### config.mk
export PLATFORM = sky130hd
export DESIGN_NAME = peripheral_wb_burst_master_flat
export DESIGN_NICKNAME = d
export VERILOG_FILES = /design/src/rtl/peripheral_wb_burst_master_if.sv /design/src/rtl/peripheral_wb_burst_master.sv /design/src/flat_wrapper.sv
export SDC_FILE = /design/constraint.sdc
export NUM_CORES = 1
export LEC_CHECK = 0
export ABC_AREA = 1
export CAP_MARGIN = 0
export CORE_MARGIN = 8
export CORE_UTILIZATION = 44
export DETAILED_ROUTE_END_ITERATION = 16
export PLACE_DENSITY = 0.86
export SYNTH_ARGS = -nofsm -noshare
export SYNTH_HDL_FRONTEND = slang
export SYNTH_SLANG_ARGS = --single-unit
export TNS_END_PERCENT = 5
### constraint.sdc
create_clock -name clk -period 7.4 [get_ports clk]
set_input_delay 2.22 -clock clk [delete_from_list [all_inputs] [get_ports clk]]
set_output_delay 2.22 -clock clk [all_outputs]
set_load 0.01 [all_outputs]
### src/rtl/peripheral_wb_burst_master_if.sv
// Wishbone B3 bus bundle between the burst master and a slave or interconnect.
// Member names keep the master's point of view (_o driven by master, _i by slave).
interface peripheral_wb_burst_master_if #(
    parameter int unsigned DW = 32,
    parameter int unsigned AW = 32
);
    logic            wb_cyc_o;
    logic            wb_stb_o;
    logic            wb_we_o;
    logic [AW-1:0]   wb_adr_o;
    logic [DW-1:0]   wb_dat_o;
    logic [DW/8-1:0] wb_sel_o;
    logic [2:0]      wb_cti_o;
    logic [1:0]      wb_bte_o;
    logic [DW-1:0]   wb_dat_i;
    logic            wb_ack_i;
    logic            wb_err_i;

    modport master (
        output wb_cyc_o, wb_stb_o, wb_we_o, wb_adr_o, wb_dat_o, wb_sel_o, wb_cti_o, wb_bte_o,
        input  wb_dat_i, wb_ack_i, wb_err_i
    );

    modport slave (
        input  wb_cyc_o, wb_stb_o, wb_we_o, wb_adr_o, wb_dat_o, wb_sel_o, wb_cti_o, wb_bte_o,
        output wb_dat_i, wb_ack_i, wb_err_i
    );
endinterface

### src/rtl/peripheral_wb_burst_master.sv
// Wishbone B3 burst master: turns one command into a complete classic or
// incrementing/wrapping burst cycle, reporting read beats and completion.
module peripheral_wb_burst_master #(
    parameter int unsigned DW = 32,
    parameter int unsigned AW = 32
) (
    input  logic          clk,
    input  logic          rst,
    input  logic          req_valid_i,
    output logic          req_ready_o,
    input  logic          req_we_i,
    input  logic          req_burst_i,
    input  logic [AW-1:0] req_adr_i,
    input  logic [4:0]    req_len_i,
    input  logic [1:0]    req_bte_i,
    input  logic [DW-1:0] wdat_i,
    output logic          wdat_ack_o,
    output logic [DW-1:0] rdat_o,
    output logic          rdat_valid_o,
    output logic          done_o,
    output logic          err_o,
    peripheral_wb_burst_master_if.master wb
);
    localparam int unsigned Shift = $clog2(DW / 8);

    typedef enum logic {StIdle, StActive} state_e;

    state_e        state_q, state_d;
    logic          we_q, we_d;
    logic          burst_q, burst_d;
    logic          single_q, single_d;
    logic [1:0]    bte_q, bte_d;
    logic [4:0]    rem_q, rem_d;
    logic [AW-1:0] adr_q, adr_d;
    logic [DW-1:0] rdat_q, rdat_d;
    logic          rdat_valid_q, rdat_valid_d;
    logic          done_q, done_d;
    logic          err_q, err_d;

    logic          active, beat;
    logic [4:0]    len_norm;
    logic [AW-1:0] word_a, word_inc, word_n, wrap_mask, adr_next;

    assign active = (state_q == StActive);
    assign beat   = active & wb.wb_ack_i & ~wb.wb_err_i;

    always_comb begin
        if (req_len_i == 5'd0) begin
            len_norm = 5'd1;
        end else if (req_len_i > 5'd16) begin
            len_norm = 5'd16;
        end else begin
            len_norm = req_len_i;
        end
    end

    // Address stepping works on beat (word) indices; wrapping only touches the low bits.
    always_comb begin
        word_a   = adr_q >> Shift;
        word_inc = word_a + AW'(1);
        unique case (bte_q)
            2'd1:    wrap_mask = AW'(3);
            2'd2:    wrap_mask = AW'(7);
            2'd3:    wrap_mask = AW'(15);
            default: wrap_mask = '0;
        endcase
        if (burst_q && (bte_q != 2'd0)) begin
            word_n = (word_a & ~wrap_mask) | (word_inc & wrap_mask);
        end else begin
            word_n = word_inc;
        end
        adr_next = word_n << Shift;
    end

    always_comb begin
        state_d      = state_q;
        we_d         = we_q;
        burst_d      = burst_q;
        single_d     = single_q;
        bte_d        = bte_q;
        rem_d        = rem_q;
        adr_d        = adr_q;
        rdat_d       = rdat_q;
        rdat_valid_d = 1'b0;
        done_d       = 1'b0;
        err_d        = 1'b0;
        unique case (state_q)
            StIdle: begin
                if (req_valid_i) begin
                    we_d     = req_we_i;
                    burst_d  = req_burst_i;
                    single_d = (len_norm == 5'd1);
                    bte_d    = req_bte_i;
                    rem_d    = len_norm;
                    adr_d    = req_adr_i;
                    state_d  = StActive;
                end
            end
            StActive: begin
                // Error terminates the command and takes precedence over a coincident ack.
                if (wb.wb_err_i) begin
                    rem_d   = 5'd0;
                    done_d  = 1'b1;
                    err_d   = 1'b1;
                    state_d = StIdle;
                end else if (wb.wb_ack_i) begin
                    rem_d = rem_q - 5'd1;
                    adr_d = adr_next;
                    if (!we_q) begin
                        rdat_d       = wb.wb_dat_i;
                        rdat_valid_d = 1'b1;
                    end
                    if (rem_q == 5'd1) begin
                        done_d  = 1'b1;
                        state_d = StIdle;
                    end
                end
            end
            default: state_d = StIdle;
        endcase
    end

    always_ff @(posedge clk or posedge rst) begin
        if (rst) begin
            state_q      <= StIdle;
            we_q         <= 1'b0;
            burst_q      <= 1'b0;
            single_q     <= 1'b0;
            bte_q        <= 2'd0;
            rem_q        <= 5'd0;
            adr_q        <= '0;
            rdat_q       <= '0;
            rdat_valid_q <= 1'b0;
            done_q       <= 1'b0;
            err_q        <= 1'b0;
        end else begin
            state_q      <= state_d;
            we_q         <= we_d;
            burst_q      <= burst_d;
            single_q     <= single_d;
            bte_q        <= bte_d;
            rem_q        <= rem_d;
            adr_q        <= adr_d;
            rdat_q       <= rdat_d;
            rdat_valid_q <= rdat_valid_d;
            done_q       <= done_d;
            err_q        <= err_d;
        end
    end

    always_comb begin
        req_ready_o  = ~active;
        wdat_ack_o   = beat & we_q;
        rdat_o       = rdat_q;
        rdat_valid_o = rdat_valid_q;
        done_o       = done_q;
        err_o        = err_q;
        wb.wb_cyc_o  = active;
        wb.wb_stb_o  = active;
        wb.wb_we_o   = active & we_q;
        wb.wb_adr_o  = adr_q;
        wb.wb_dat_o  = (active && we_q) ? wdat_i : '0;
        wb.wb_sel_o  = {(DW / 8){active}};
        wb.wb_bte_o  = (active && burst_q) ? bte_q : 2'd0;
        wb.wb_cti_o  = 3'b000;
        if (active && burst_q && !single_q) begin
            wb.wb_cti_o = (rem_q == 5'd1) ? 3'b111 : 3'b010;
        end
    end
endmodule

### src/flat_wrapper.sv
// flat-port wrapper written by rule: the top's interface ports become plain ports
module peripheral_wb_burst_master_flat 
#(
    parameter int unsigned DW = 32,
    parameter int unsigned AW = 32
)
  (clk, rst, req_valid_i, req_ready_o, req_we_i, req_burst_i, req_adr_i, req_len_i, req_bte_i, wdat_i, wdat_ack_o, rdat_o, rdat_valid_o, done_o, err_o, wb_wb_cyc_o, wb_wb_stb_o, wb_wb_we_o, wb_wb_adr_o, wb_wb_dat_o, wb_wb_sel_o, wb_wb_cti_o, wb_wb_bte_o, wb_wb_dat_i, wb_wb_ack_i, wb_wb_err_i);
  peripheral_wb_burst_master_if #(.DW(DW), .AW(AW)) wb_i ();
  input  logic clk;
  input  logic rst;
  input  logic req_valid_i;
  output logic req_ready_o;
  input  logic req_we_i;
  input  logic req_burst_i;
  input  logic [AW-1:0] req_adr_i;
  input  logic [4:0] req_len_i;
  input  logic [1:0] req_bte_i;
  input  logic [DW-1:0] wdat_i;
  output logic wdat_ack_o;
  output logic [DW-1:0] rdat_o;
  output logic rdat_valid_o;
  output logic done_o;
  output logic err_o;
  output wire logic [$bits(wb_i.wb_cyc_o)-1:0] wb_wb_cyc_o;
  output wire logic [$bits(wb_i.wb_stb_o)-1:0] wb_wb_stb_o;
  output wire logic [$bits(wb_i.wb_we_o)-1:0] wb_wb_we_o;
  output wire logic [$bits(wb_i.wb_adr_o)-1:0] wb_wb_adr_o;
  output wire logic [$bits(wb_i.wb_dat_o)-1:0] wb_wb_dat_o;
  output wire logic [$bits(wb_i.wb_sel_o)-1:0] wb_wb_sel_o;
  output wire logic [$bits(wb_i.wb_cti_o)-1:0] wb_wb_cti_o;
  output wire logic [$bits(wb_i.wb_bte_o)-1:0] wb_wb_bte_o;
  input wire logic [$bits(wb_i.wb_dat_i)-1:0] wb_wb_dat_i;
  input wire logic [$bits(wb_i.wb_ack_i)-1:0] wb_wb_ack_i;
  input wire logic [$bits(wb_i.wb_err_i)-1:0] wb_wb_err_i;
  assign wb_wb_cyc_o = wb_i.wb_cyc_o;
  assign wb_wb_stb_o = wb_i.wb_stb_o;
  assign wb_wb_we_o = wb_i.wb_we_o;
  assign wb_wb_adr_o = wb_i.wb_adr_o;
  assign wb_wb_dat_o = wb_i.wb_dat_o;
  assign wb_wb_sel_o = wb_i.wb_sel_o;
  assign wb_wb_cti_o = wb_i.wb_cti_o;
  assign wb_wb_bte_o = wb_i.wb_bte_o;
  assign wb_i.wb_dat_i = wb_wb_dat_i;
  assign wb_i.wb_ack_i = wb_wb_ack_i;
  assign wb_i.wb_err_i = wb_wb_err_i;
  peripheral_wb_burst_master #(.DW(DW), .AW(AW)) u_core (.clk(clk), .rst(rst), .req_valid_i(req_valid_i), .req_ready_o(req_ready_o), .req_we_i(req_we_i), .req_burst_i(req_burst_i), .req_adr_i(req_adr_i), .req_len_i(req_len_i), .req_bte_i(req_bte_i), .wdat_i(wdat_i), .wdat_ack_o(wdat_ack_o), .rdat_o(rdat_o), .rdat_valid_o(rdat_valid_o), .done_o(done_o), .err_o(err_o), .wb(wb_i));
endmodule
Yosys cells after proc, flatten, opt, wreduce, memory -nomap -nowiden

Cells that the tools add are included.

Memories: 0
Memory bits (writable): 0
Latch bits: 0
Memory bits (read-only): 0
Output and inout bits: 113
Register bits after elaboration: 78

Bitwise operators: 11
Order comparisons: 1
Shift-type cells: 0
Div/mod/pow operators: 0
$add $sub $neg: 2
Reduce and logical (&&, ||, !) cells: 11
Muxes and demuxes: 31
Equality and inequality tests: 9
$mul: 0

Operators with widths:

| kind                                                                   | number |
|---|---|
| 32-bit two-way mux                                                     | 4 |
| 32-bit case mux with 2 select lines                                    | 1 |
| 30-bit by 1-bit adder with 30-bit output (second input constant)       | 1 |
| 30-bit AND                                                             | 1 |
| 30-bit by 4-bit AND with 30-bit output                                 | 1 |
| 30-bit two-way mux                                                     | 1 |
| 4-bit inverter with 30-bit output                                      | 1 |
| 30-bit OR                                                              | 1 |
| 5-bit two-way mux                                                      | 5 |
| 1-bit two-way mux                                                      | 14 |
| 4-bit case mux with 3 select lines                                     | 1 |
| 5-bit by 1-bit equality test with 1-bit output (second input constant) | 2 |
| 5-bit case mux with 2 select lines                                     | 1 |
| 3-bit two-way mux                                                      | 2 |
| 2-bit != test (second input constant)                                  | 3 |
| 5-bit > comparator (second input constant)                             | 1 |
| 5-bit zero test                                                        | 1 |
| 5-bit by 1-bit subtractor with 5-bit output (second input constant)    | 1 |
| 1-bit AND                                                              | 4 |
| 2-bit equality test (second input constant)                            | 2 |
| 1-bit logical AND                                                      | 4 |
| 2-bit AND reduction                                                    | 2 |
| 4-bit AND reduction                                                    | 1 |
| 3-bit != test (second input constant)                                  | 1 |
| 7 further kinds                                                        | 9 |

Longest topological paths before layout

Gate-level depths: netlist (run 1).

Depth after elaboration: 9
Depth in mapped cells: 9
Mapped depth without buffers: 9

Worst setup path after synthesis (run 1)

Ideal clock, no wire load.

Path type: in2out
Start: in wb_wb_err_i
End: out wdat_ack_o
Data required time: 5.180 ns
Setup slack: 2.535 ns
Buffers on the path: 0
Stages: 3
Data arrival time: 2.645 ns
Cell sequence: nor2_4 > nand2_2 > nor2_1

Longest elaborated chain between the ends: 3

RTL lines:

| item            | line                              | text |
|---|---|---|
| start, declared | flat_wrapper.sv:34                | `input wire logic [$bits(wb_i.wb_err_i)-1:0] wb_wb_err_i;` |
| 1-bit inverter  | peripheral_wb_burst_master.sv:45  | `assign beat = active & wb.wb_ack_i & ~wb.wb_err_i;` |
| 1-bit AND       | peripheral_wb_burst_master.sv:45  |  |
| 1-bit AND       | peripheral_wb_burst_master.sv:153 | `wdat_ack_o = beat & we_q;` |
| end, declared   | flat_wrapper.sv:19                | `output logic wdat_ack_o;` |

No other way between the ends.

Worst setup path in the final report (run 1)

Ends and elaborated chain as after synthesis.

==> metrics.md, run 1 <==
| Metric | Value |
|---|---|
| Status | completed |
| Synth-to-Final Area Change | 53.3% |
| CP Capture Point | wdat_ack_o |
| Mapped Avg Cell Area | 7.02 um2 |
| CP Launch Type | input port |
| WP data arrival | 3.80 ns |
| Minimum clock period | 6.02 ns |
| Routed len/inst | about 16 um |
| CP Depth | 5 |
| Worst slew margin | 0.327 |
| Most Frequent Cell on Critical Path | clkdlybuf4s50_1 |
| Clock skew | 0.0116 ns |
| Root Buffer | clkbuf_8 |
| Design Area, Final | 0.00698 mm2 |
| Leak pwr | 3.25 nW |
| Critical Path RT | 5.18 ns |
| Gr usage total | 0.231 |
| Crit Path Class | input port to output port |
| Post-synth top cells | nand2_1, nor2_1, inv_1 |
| Critical path's top delay family | buffers and inverters |
| Placed inst area | about 0.0068 mm2 |
| Final-stage net count | 970 |
| GP Congestion | 0.892 |
| Clock transition at path regs | 0.08 ns |
| Most common cell in the netlist | nand2_1 |
| Pwr dens | around 340 mW/mm2 |
| TritonCTS clock tree | built |
| CTS resizes | 0 |
| Slew Limit Fails | 0 |
| Number of diodes | 0 |
| Final Hold Fails | 0 |
| Vias in the first global route | around 5200 |
| Rows | 37 |
| Syn Nets | approximately 760 |
| DRT Pass-1 Iters | 5 |
| Worst-Skew Late Latency | 0.35 ns |
| Seq cells post-synth | 78 |
| CTS Buf Count | 9 |
| Die Y | roughly 120 um |
| Max Cap Viol | 0 |
| CP peak stage delay | 0.56 ns |
| Clock buffer depth | 2 |
| Cell count after synthesis | 649 |
| Drt drc | 0 |
| Starting Density | 0.447 |
| Critical Path Start | wb_wb_err_i |
| Cts hold-fix bufs | 0 |
| Cell Chain, Critical Path | clkdlybuf4s50_1 -> nor2_4 -> nand2_2 -> nor2_1 -> clkdlybuf4s50_1 |
| Global route overflow | 0 |
| Fin crit share | 0.813 |
| Post-DR vias/cell | 5.03 |
| Worst-path fanout max | 5 |
| Post-Route Setup TNS | 0 ns |
| Ys async rst share | 1.00 |
| Via count | around 5000 |
| Mapped Area | 0.00456 mm2 |
| IO Port Bufs | 222 |
| Ys flop type | dfrtp_1 |
| Initial detailed-routing violation count | approximately 230 |
| Syn. warnings | 0 |
| Largest net degree at the start of global routing | 79 |
| Worst vdd ir | 189 uV |
| Top cells by area, synth | dfrtp_1, nand2_1, nor2_1 |
| Synth top area share | 0.428 |
| Crit end category | output port |
| # Post-CTS Setup Buffers | 0 |
| Worst slew pin tran | 1.01 ns |
| Core area | 0.0102 mm2 |
| Max Fclk | 0.166 GHz |
| Worst reg2reg path depth | 7 |
| Sequential area share after synthesis | 0.428 |
| CTS sink cnt | 78 |
| Post-DP HPWL | 12.3 mm |
| Library cells used by synthesis | 31 |
| Die Area | 0.0139 mm2 |
| Min-Delay Path Class | register to register |
| RSZ-0062 raised after global routing | false |
| FF-to-FF End | u_core.rdat_o[30] |
| H-tree level count | 3 |
| Final WL | 15.9 mm |
| Worst path slowest cell | clkdlybuf4s50_1 |
| # setup viols final | 0 |
| Area leader, netlist | dfrtp_1 |
| Antenna viol nets, final | 0 |
| Share of layout cells above drive strength 1 | 0.0580 |
| Initial antenna violation count | 0 |
| EDFF count, synth | 0 |
| Crit Reg-Reg Startpoint | u_core.wb.wb_cyc_o |
| First-pass GRT wire length | 26.0 mm |
| Die W | 118 um |
| Worst reg2reg setup slack | a little under 4 ns |
| Crit path buf inv count | 2 |
| Boundary pin count | 223 |
[cell type report]
class                   count  area (um2)
flip-flops and latches     78        1950
inverters                  87         329
repair buffers            223        2230
well taps                 136         170
clock buffers              13         169
fillers                   830        3200
clock inverters             3        17.5
multi-input cells         458        2110
[metal layers]
layer	vias to the layer above	global-route usage	share of wire
met1	2300	0.237	0.36
li1	2440	-	-
met4	0	0.108	0.033
met3	36	0.0873	0.10
met5	-	0	0
met2	241	0.407	0.51
[report_power, final]
part,leakage [nW],internal [mW],switching (mW)
sequential,0.946,0.619,0.192
clock,0.0954,0.149,0.160
combinational,2.21,0.622,0.641
total,3.25,1.39,0.993
[registers in the layout, summed over array words and instances (netlist names), named ones only]
name,cells
u_core.wb.wb_cyc_o,1
u_core.rdat_o,32
u_core.burst_q,1
u_core.done_o,1
u_core.rem_q,5
u_core.rdat_valid_o,1
u_core.err_o,1
u_core.single_q,1
u_core.wb.wb_adr_o,30
u_core.bte_q,2
u_core.we_q,1
[worst min-delay path, delay by kind of cell (launching register included)]
family | cells | cell delay [ns]
DFF | 1 | 0.35
and+or+nand+nor | 2 | 0.10
[placed cells by master, fill, tap and decap left out, drive strengths merged, types with 3 or more instances in the layout]
master         instances
nand3                 40
clkbuf                13
clkinv                 5
a22oi                 14
ha                     3
o21ai                 33
dfrtp                 78
nor3                   5
nand2                203
clkdlybuf4s50        222
nor2                 101
inv                   84
a21oi                 47
[cell families after synthesis]
kind of cell,count (synthesis),synth area share
adder cells (fa/ha/maj),3,0.00824
XOR/XNOR,2,0.00385
AND/OR/NAND/NOR,352,0.314
flip-flops,78,0.428
buffers and inverters,113,0.107
AO/OA/AOI/OAI,101,0.138
[worst min-delay path by stage]
stage                                 start                 to  slack [ns]  cells past startpoint
after floorplan             u_core.single_q    u_core.single_q        0.47                      2
after global placement    u_core.rdat_o[12]  u_core.rdat_o[12]        0.45                      2
after detailed placement  u_core.rdat_o[28]  u_core.rdat_o[28]        0.46                      2
after CTS                 u_core.rdat_o[28]  u_core.rdat_o[28]        0.48                      2
after global routing      u_core.rdat_o[19]  u_core.rdat_o[19]        0.50                      2
final                     u_core.rdat_o[28]  u_core.rdat_o[28]        0.47                      2
[per-stage QoR]
stage / worst slack [ns] / utilization / instances / power, mW / hold WS [ns]
global route: 1.32 / 0.686 / 998 / 2.57 / 0.497
CTS: 1.39 / 0.686 / 998 / 2.40 / 0.477
finish: 1.38 / 0.686 / 998 / 2.38 / 0.473
global placement: 1.44 / 0.667 / 982 / 2.05 / 0.453
detailed placement: 1.40 / 0.667 / 982 / 2.09 / 0.458
floorplan: 2.53 / - / 649 / 1.44 / 0.473
Power figures use the tool's default switching activity.
==> run 2: changes to the inputs <==
--- a/config.mk
+++ b/config.mk
@@ -8,9 +8,9 @@
 export ABC_AREA = 1
 export CAP_MARGIN = 0
 export CORE_MARGIN = 8
-export CORE_UTILIZATION = 44
+export CORE_UTILIZATION = 41
 export DETAILED_ROUTE_END_ITERATION = 16
-export PLACE_DENSITY = 0.86
+export PLACE_DENSITY = 0.81
 export SYNTH_ARGS = -nofsm -noshare
 export SYNTH_HDL_FRONTEND = slang
 export SYNTH_SLANG_ARGS = --single-unit
==> constraint.sdc (replaced) <==
create_clock -name clk -period 6.25 [get_ports clk]
set_input_delay 1.875 -clock clk [delete_from_list [all_inputs] [get_ports clk]]
set_output_delay 1.875 -clock clk [all_outputs]
set_load 0.01 [all_outputs]
==> run 2 against run 1 <==
Cell count is 0.40% higher. Highest routed layer unchanged. Register-to-register slack worse by 1.1 ns. Clock-buffer cell count down 3. Largest power group unchanged. Design area rose by 0.38%. Sequential share of layout area is 0.10 points lower. Sequential power is 19% higher. Worst hold slack lost 0.0014 ns. Flip-flop and latch count unchanged. Critical path type unchanged. Largest cell class unchanged.
==> metrics.md, run 2 (synthesis results as in run 1) <==
| Metric | Value |
|---|---|
| Leak pwr | 3.25 nW |
| Power share of the clock group | 0.139 |
| Vias in the first global route | 5042 |
| Minimum clock period | 5.34 ns |
| TritonCTS clock tree | built |
| IO Port Bufs | 222 |
| Post-Route Setup TNS | 0 ns |
| CTS Buf Count | 9 |
| GP Congestion | slightly below 0.9 |
| # setup viols final | 0 |
| Int Power | 1.67 mW |
| Crit end category | output port |
| Design Area, Final | approximately 0.0070 mm2 |
| Synth-to-Final Area Change | 53.8% |
| Rows | 38 |
| Grt met2 use | 0.363 |
| Final WL | ~16 mm |
| Starting Density | 0.420 |
| # Post-CTS Setup Buffers | 0 |
| Switching pwr | 1.19 mW |
| Max Fclk | 0.187 GHz |
| Status | completed |
| Placed Instances | 986 |
| H-tree level count | 3 |
| Via count | around 4900 |
| RSZ-0062 raised after global routing | false |
| Gr usage total | 0.213 |
| Commonest non-fill, non-tap cell in the layout | clkdlybuf4s50_1 |
| Pwr dens | 408 mW/mm2 |
| Sequential group share of total power | 0.338 |
| Largest net degree at the start of global routing | 46 |
| Worst-path fanout max | 5 |
| Sw frac | 0.416 |
| Cts hold-fix bufs | 0 |
| Placed inst area | about 0.0068 mm2 |
| Most frequent cells in the layout | clkdlybuf4s50_1, nand2_1, nor2_1 |
| Min-Delay Path Class | register to register |
| Root Buffer | clkbuf_8 |
| CP Launch Type | input port |
| Drt drc | 0 |
| Slew Limit Fails | 0 |
| Initial antenna violation count | 0 |
| Die W | 121 um |
| Final Core Density | 0.646 |
| Routed len/inst | 15.8 um |
| CTS sink cnt | 78 |
| Clock buffer depth | 2 |
| Worst slew margin | 0.321 |
| First-pass GRT wire length | roughly 25 mm |
| Boundary pin count | 223 |
| DRT Pass-1 Iters | 5 |
| Worst slew pin tran | 1.02 ns |
| Post-DP HPWL | between 10 and 15 mm |
| Die Y | 121 um |
| Antenna viol nets, final | 0 |
| Final Hold Fails | 0 |
| Max Cap Viol | 0 |
| GR Util met3 | 0.0893 |
| Final-stage net count | 970 |
| Number of diodes | 0 |
| Most Crowded Layer GR | met2 |
| GR Util met1 | 0.236 |
| Core area | 0.0108 mm2 |
| Initial detailed-routing violation count | about 440 |
| WP data arrival | approximately 3.5 ns |
| Final Non-Filler Cells | 1002 |
| Worst-Skew Late Latency | ~0.35 ns |
| Fin crit share | 0.855 |
| Crit Path Class | input port to output port |
| Clock skew | 0.0116 ns |
| CTS resizes | 0 |
| Post-DR vias/cell | just under 5 |
| Share of layout cells above drive strength 1 | 0.0592 |
| Max reg flops | 32 |
| Clock transition at path regs | 0.08 ns |
| Critical Path RT | 4.38 ns |
| Die Area | about 0.015 mm2 |
| Worst vdd ir | about 280 uV |
| Combinational Power Share | 0.523 |
| Global route overflow | 0 |
## run 2: critical path, cell delays in order
cell and delay (ns):
clkdlybuf4s50_1 0.54, nor2_4 0.21, nand2_2 0.16, nor2_1 0.13, clkdlybuf4s50_1 0.56
## run 2: worst paths after layout
path                                    start                     end  slack, ns  cells past startpoint
max                               wb_wb_err_i              wdat_ack_o       0.91                      5
min                          u_core.rdat_o[9]        u_core.rdat_o[9]       0.47                      2
max reg2reg                u_core.wb.wb_cyc_o        u_core.rdat_o[0]       2.81                      7
min reg2reg                  u_core.rdat_o[9]        u_core.rdat_o[9]       0.47                      2
max in group asynchronous                 rst  u_core.wb.wb_adr_o[19]       3.36                      3
min in group asynchronous                 rst       u_core.rdat_o[26]       1.89                      2
## run 2: power by group through the flow
stage	Sequential (mW)	Clock, mW	Combinational, mW
after floorplan	1.02	0	0.687
after CTS	0.964	0.406	1.51
after global placement	0.957	0	1.47
after global routing	0.998	0.431	1.65
final	0.966	0.398	1.49
after detailed placement	0.973	0	1.50
## run 2: metrics by stage
stage | power (mW) | hold WS (ns) | worst slack, ns
2_1_floorplan | 1.70 | 0.473 | 2.07
3_3_place_gp | 2.43 | 0.455 | 0.936
3_5_place_dp | 2.47 | 0.458 | 0.921
4_1_cts | 2.88 | 0.478 | 0.909
5_1_grt | 3.08 | 0.497 | 0.803
6_report | 2.86 | 0.472 | 0.905
## run 2: per-layer routing
layer | wire (um) | vias up
met2 | 7710 | 216
met1 | 6210 | 2262
met5 | 0 | -
met4 | 247 | 0
li1 | - | 2440
met3 | 1650 | 16
## run 2: final cells by class
type,instances,area (um2)
fill,950,3830
timing repair buffer,223,2230
multi-input combinational,458,2110
sequential,78,1950
inverter,87,329
tap,140,175
clock buffer,10,138
clock inverter,6,70.1
==> run 3: changes to the inputs <==
==> constraint.sdc (replaced) <==
create_clock -name clk -period 6.25 [get_ports clk]
set_input_delay 1.25 -clock clk [delete_from_list [all_inputs] [get_ports clk]]
set_output_delay 1.25 -clock clk [all_outputs]
set_load 0.01 [all_outputs]
==> run 3 against run 2 <==
Via count is 1.5% higher. Design area is 0.59% lower. Clock-buffer cell count is 2 higher. Utilization is 0.38 points lower. Non-clock buffer count stayed put. Sequential power hardly changed. Total power is 2.1% lower. Worst setup slack better by 1.3 ns. Clock power is 14% lower. Worst hold slack better by 0.00073 ns. Critical path type unchanged. Critical endpoint unchanged. Largest cell class unchanged. Largest power group unchanged.
==> metrics.md, run 3 (synthesis results as in run 1) <==
| Metric | Value |
|---|---|
| Design Area, Final | 0.00697 mm2 |
| Max reg flops | 32 |
| Largest net degree at the start of global routing | 79 |
| GP Congestion | 0.864 |
| First-pass GRT wire length | 25.0 mm |
| Min-Delay Path Class | register to register |
| Worst reg2reg path depth | 7 |
| Synth-to-Final Area Change | 52.9% |
| Slew Limit Fails | 0 |
| Worst slew margin | 0.326 |
| Cts hold-fix bufs | 0 |
| Clock buffer depth | 2 |
| Die W | 121 um |
| Antenna viol nets, final | 0 |
| Cell Chain, Critical Path | clkdlybuf4s50_1 -> nor2_4 -> nand2_2 -> nor2_1 -> clkdlybuf4s50_1 |
| Total power | 2.80 mW |
| Drt drc | 0 |
| FF-to-FF End | u_core.rdat_o[5] |
| Final-stage net count | 970 |
| Post-DR vias/cell | 5.00 |
| Die Area | between 0.01 and 0.015 mm2 |
| Critical Path RT | 5.00 ns |
| Commonest non-fill, non-tap cell in the layout | clkdlybuf4s50_1 |
| CP Launch Type | input port |
| Critical path's top delay family | buffers and inverters |
| RSZ-0062 raised after global routing | false |
| Worst reg2reg setup slack | 2.92 ns |
| Initial detailed-routing violation count | 386 |
| Critical Path Start | wb_wb_err_i |
| Crit Path Class | input port to output port |
| Routed len/inst | 15.7 um |
| # Post-CTS Setup Buffers | 0 |
| Most Frequent Cell on Critical Path | clkdlybuf4s50_1 |
| CP peak stage delay | 0.56 ns |
| Initial antenna violation count | 0 |
| CTS Buf Count | 9 |
| DRT Pass-1 Iters | 5 |
| Fin crit share | 0.652 |
| CTS resizes | 0 |
| Final-layout fill cell count | 942 |
| CTS sink cnt | 78 |
| Die Y | 121 um |
| WHS Endpoint | u_core.rdat_o[9] |
| Boundary pin count | 223 |
| Post-DP HPWL | 12.1 mm |
| Global route overflow | 0 |
| Leak pwr | 3.24 nW |
| Clock transition at path regs | 0.08 ns |
| Status | completed |
| Root Buffer | clkbuf_8 |
| Crit end category | output port |
| Number of diodes | 0 |
| Worst slew pin tran | 1.01 ns |
| Rows | 38 |
| Share of layout cells above drive strength 1 | 0.0557 |
| Max Cap Viol | 0 |
| Worst vdd ir | approximately 270 uV |
| # setup viols final | 0 |
| Worst path slowest cell | clkdlybuf4s50_1 |
| Core area | 0.0108 mm2 |
| Starting Density | 0.420 |
| Crit Reg-Reg Startpoint | u_core.wb.wb_cyc_o |
| Post-Route Setup TNS | 0 ns |
| Via count | 5007 |
| Max Fclk | 0.245 GHz |
| TritonCTS clock tree | built |
| Placed inst area | between 0.006 and 0.007 mm2 |
| Clock skew | 0.0129 ns |
| WP data arrival | 2.83 ns |
| H-tree level count | 3 |
| Crit path buf inv count | 2 |
| Pwr dens | ~400 mW/mm2 |
| Worst-Skew Late Latency | 0.35 ns |
| Hold Crit Depth | 2 |
| Gr usage total | 0.212 |
| Vias in the first global route | 5007 |
| Worst hold path startpoint | u_core.rdat_o[9] |
| Final WL | about 16 mm |
| Most frequent cells in the layout | clkdlybuf4s50_1, nand2_1, nor2_1 |
| Worst-path fanout max | 5 |
| Final Hold Fails | 0 |
| IO Port Bufs | around 220 |
| Minimum clock period | 4.08 ns |
-- run 3: cell count changes in the layout (fill, tap and decap cells not counted), sizes merged --
cell	before	now
bufinv	1	0
clkbuf	10	12
clkinv	4	5
clkinvlp	3	1
inv	85	84
-- run 3: per-stage QoR --
stage	cells	util	hold slack (ns)	setup WS (ns)
global route	1001	0.643	0.494	1.95
finish	1001	0.643	0.473	2.17
global placement	986	0.627	0.455	2.20
floorplan	649	-	0.473	3.00
detailed placement	986	0.627	0.458	2.19
CTS	1001	0.643	0.478	2.15
-- run 3: final cells by class --
class / count / area (um2) / area share
flip-flops and latches: 78 / 1950 / 0.280
clock buffers: 12 / 145 / 0.0208
repair buffers: 223 / 2230 / 0.320
inverters: 87 / 329 / 0.0472
well taps: 140 / 175 / 0.0251
multi-input cells: 458 / 2110 / 0.304
clock inverters: 3 / 21.3 / 0.00305
-- run 3: metal layers --
metal	vias to the layer above	share of wire	global-route usage
met4	0	0.017	0.0694
met2	251	0.49	0.362
li1	2439	-	-
met1	2292	0.38	0.237
met5	-	0	0
met3	25	0.11	0.0842
-- run 3: how the worst max path moves through the flow --
stage / endpoint / slack, ns / cells after the start
2_1_floorplan: asynchronous set/reset pin / 3.00 / 1
3_3_place_gp: wdat_ack_o / 2.20 / 5
3_5_place_dp: wdat_ack_o / 2.19 / 5
4_1_cts: wb_wb_dat_o[3] / 2.15 / 3
5_1_grt: wb_wb_dat_o[3] / 1.95 / 3
6_report: wdat_ack_o / 2.17 / 5
-- run 3: power by group --
| group | total (mW) | switching [mW] | leakage (nW) | internal, mW |
|---|---|---|---|---|
| clock | 0.341 | 0.187 | 0.0824 | 0.154 |
| combinational | 1.49 | 0.753 | 2.21 | 0.736 |
| sequential | 0.966 | 0.232 | 0.946 | 0.733 |
-- run 3: worst reg2reg max path, cell delays in order (launching register included) --
cell and delay, ns:
dfrtp_1 0.74, inv_2 0.51, nor2_4 0.28, nand2_2 0.15, nor2_4 0.59, inv_1 0.66
nand2_1 0.21, nand2_1 0.07
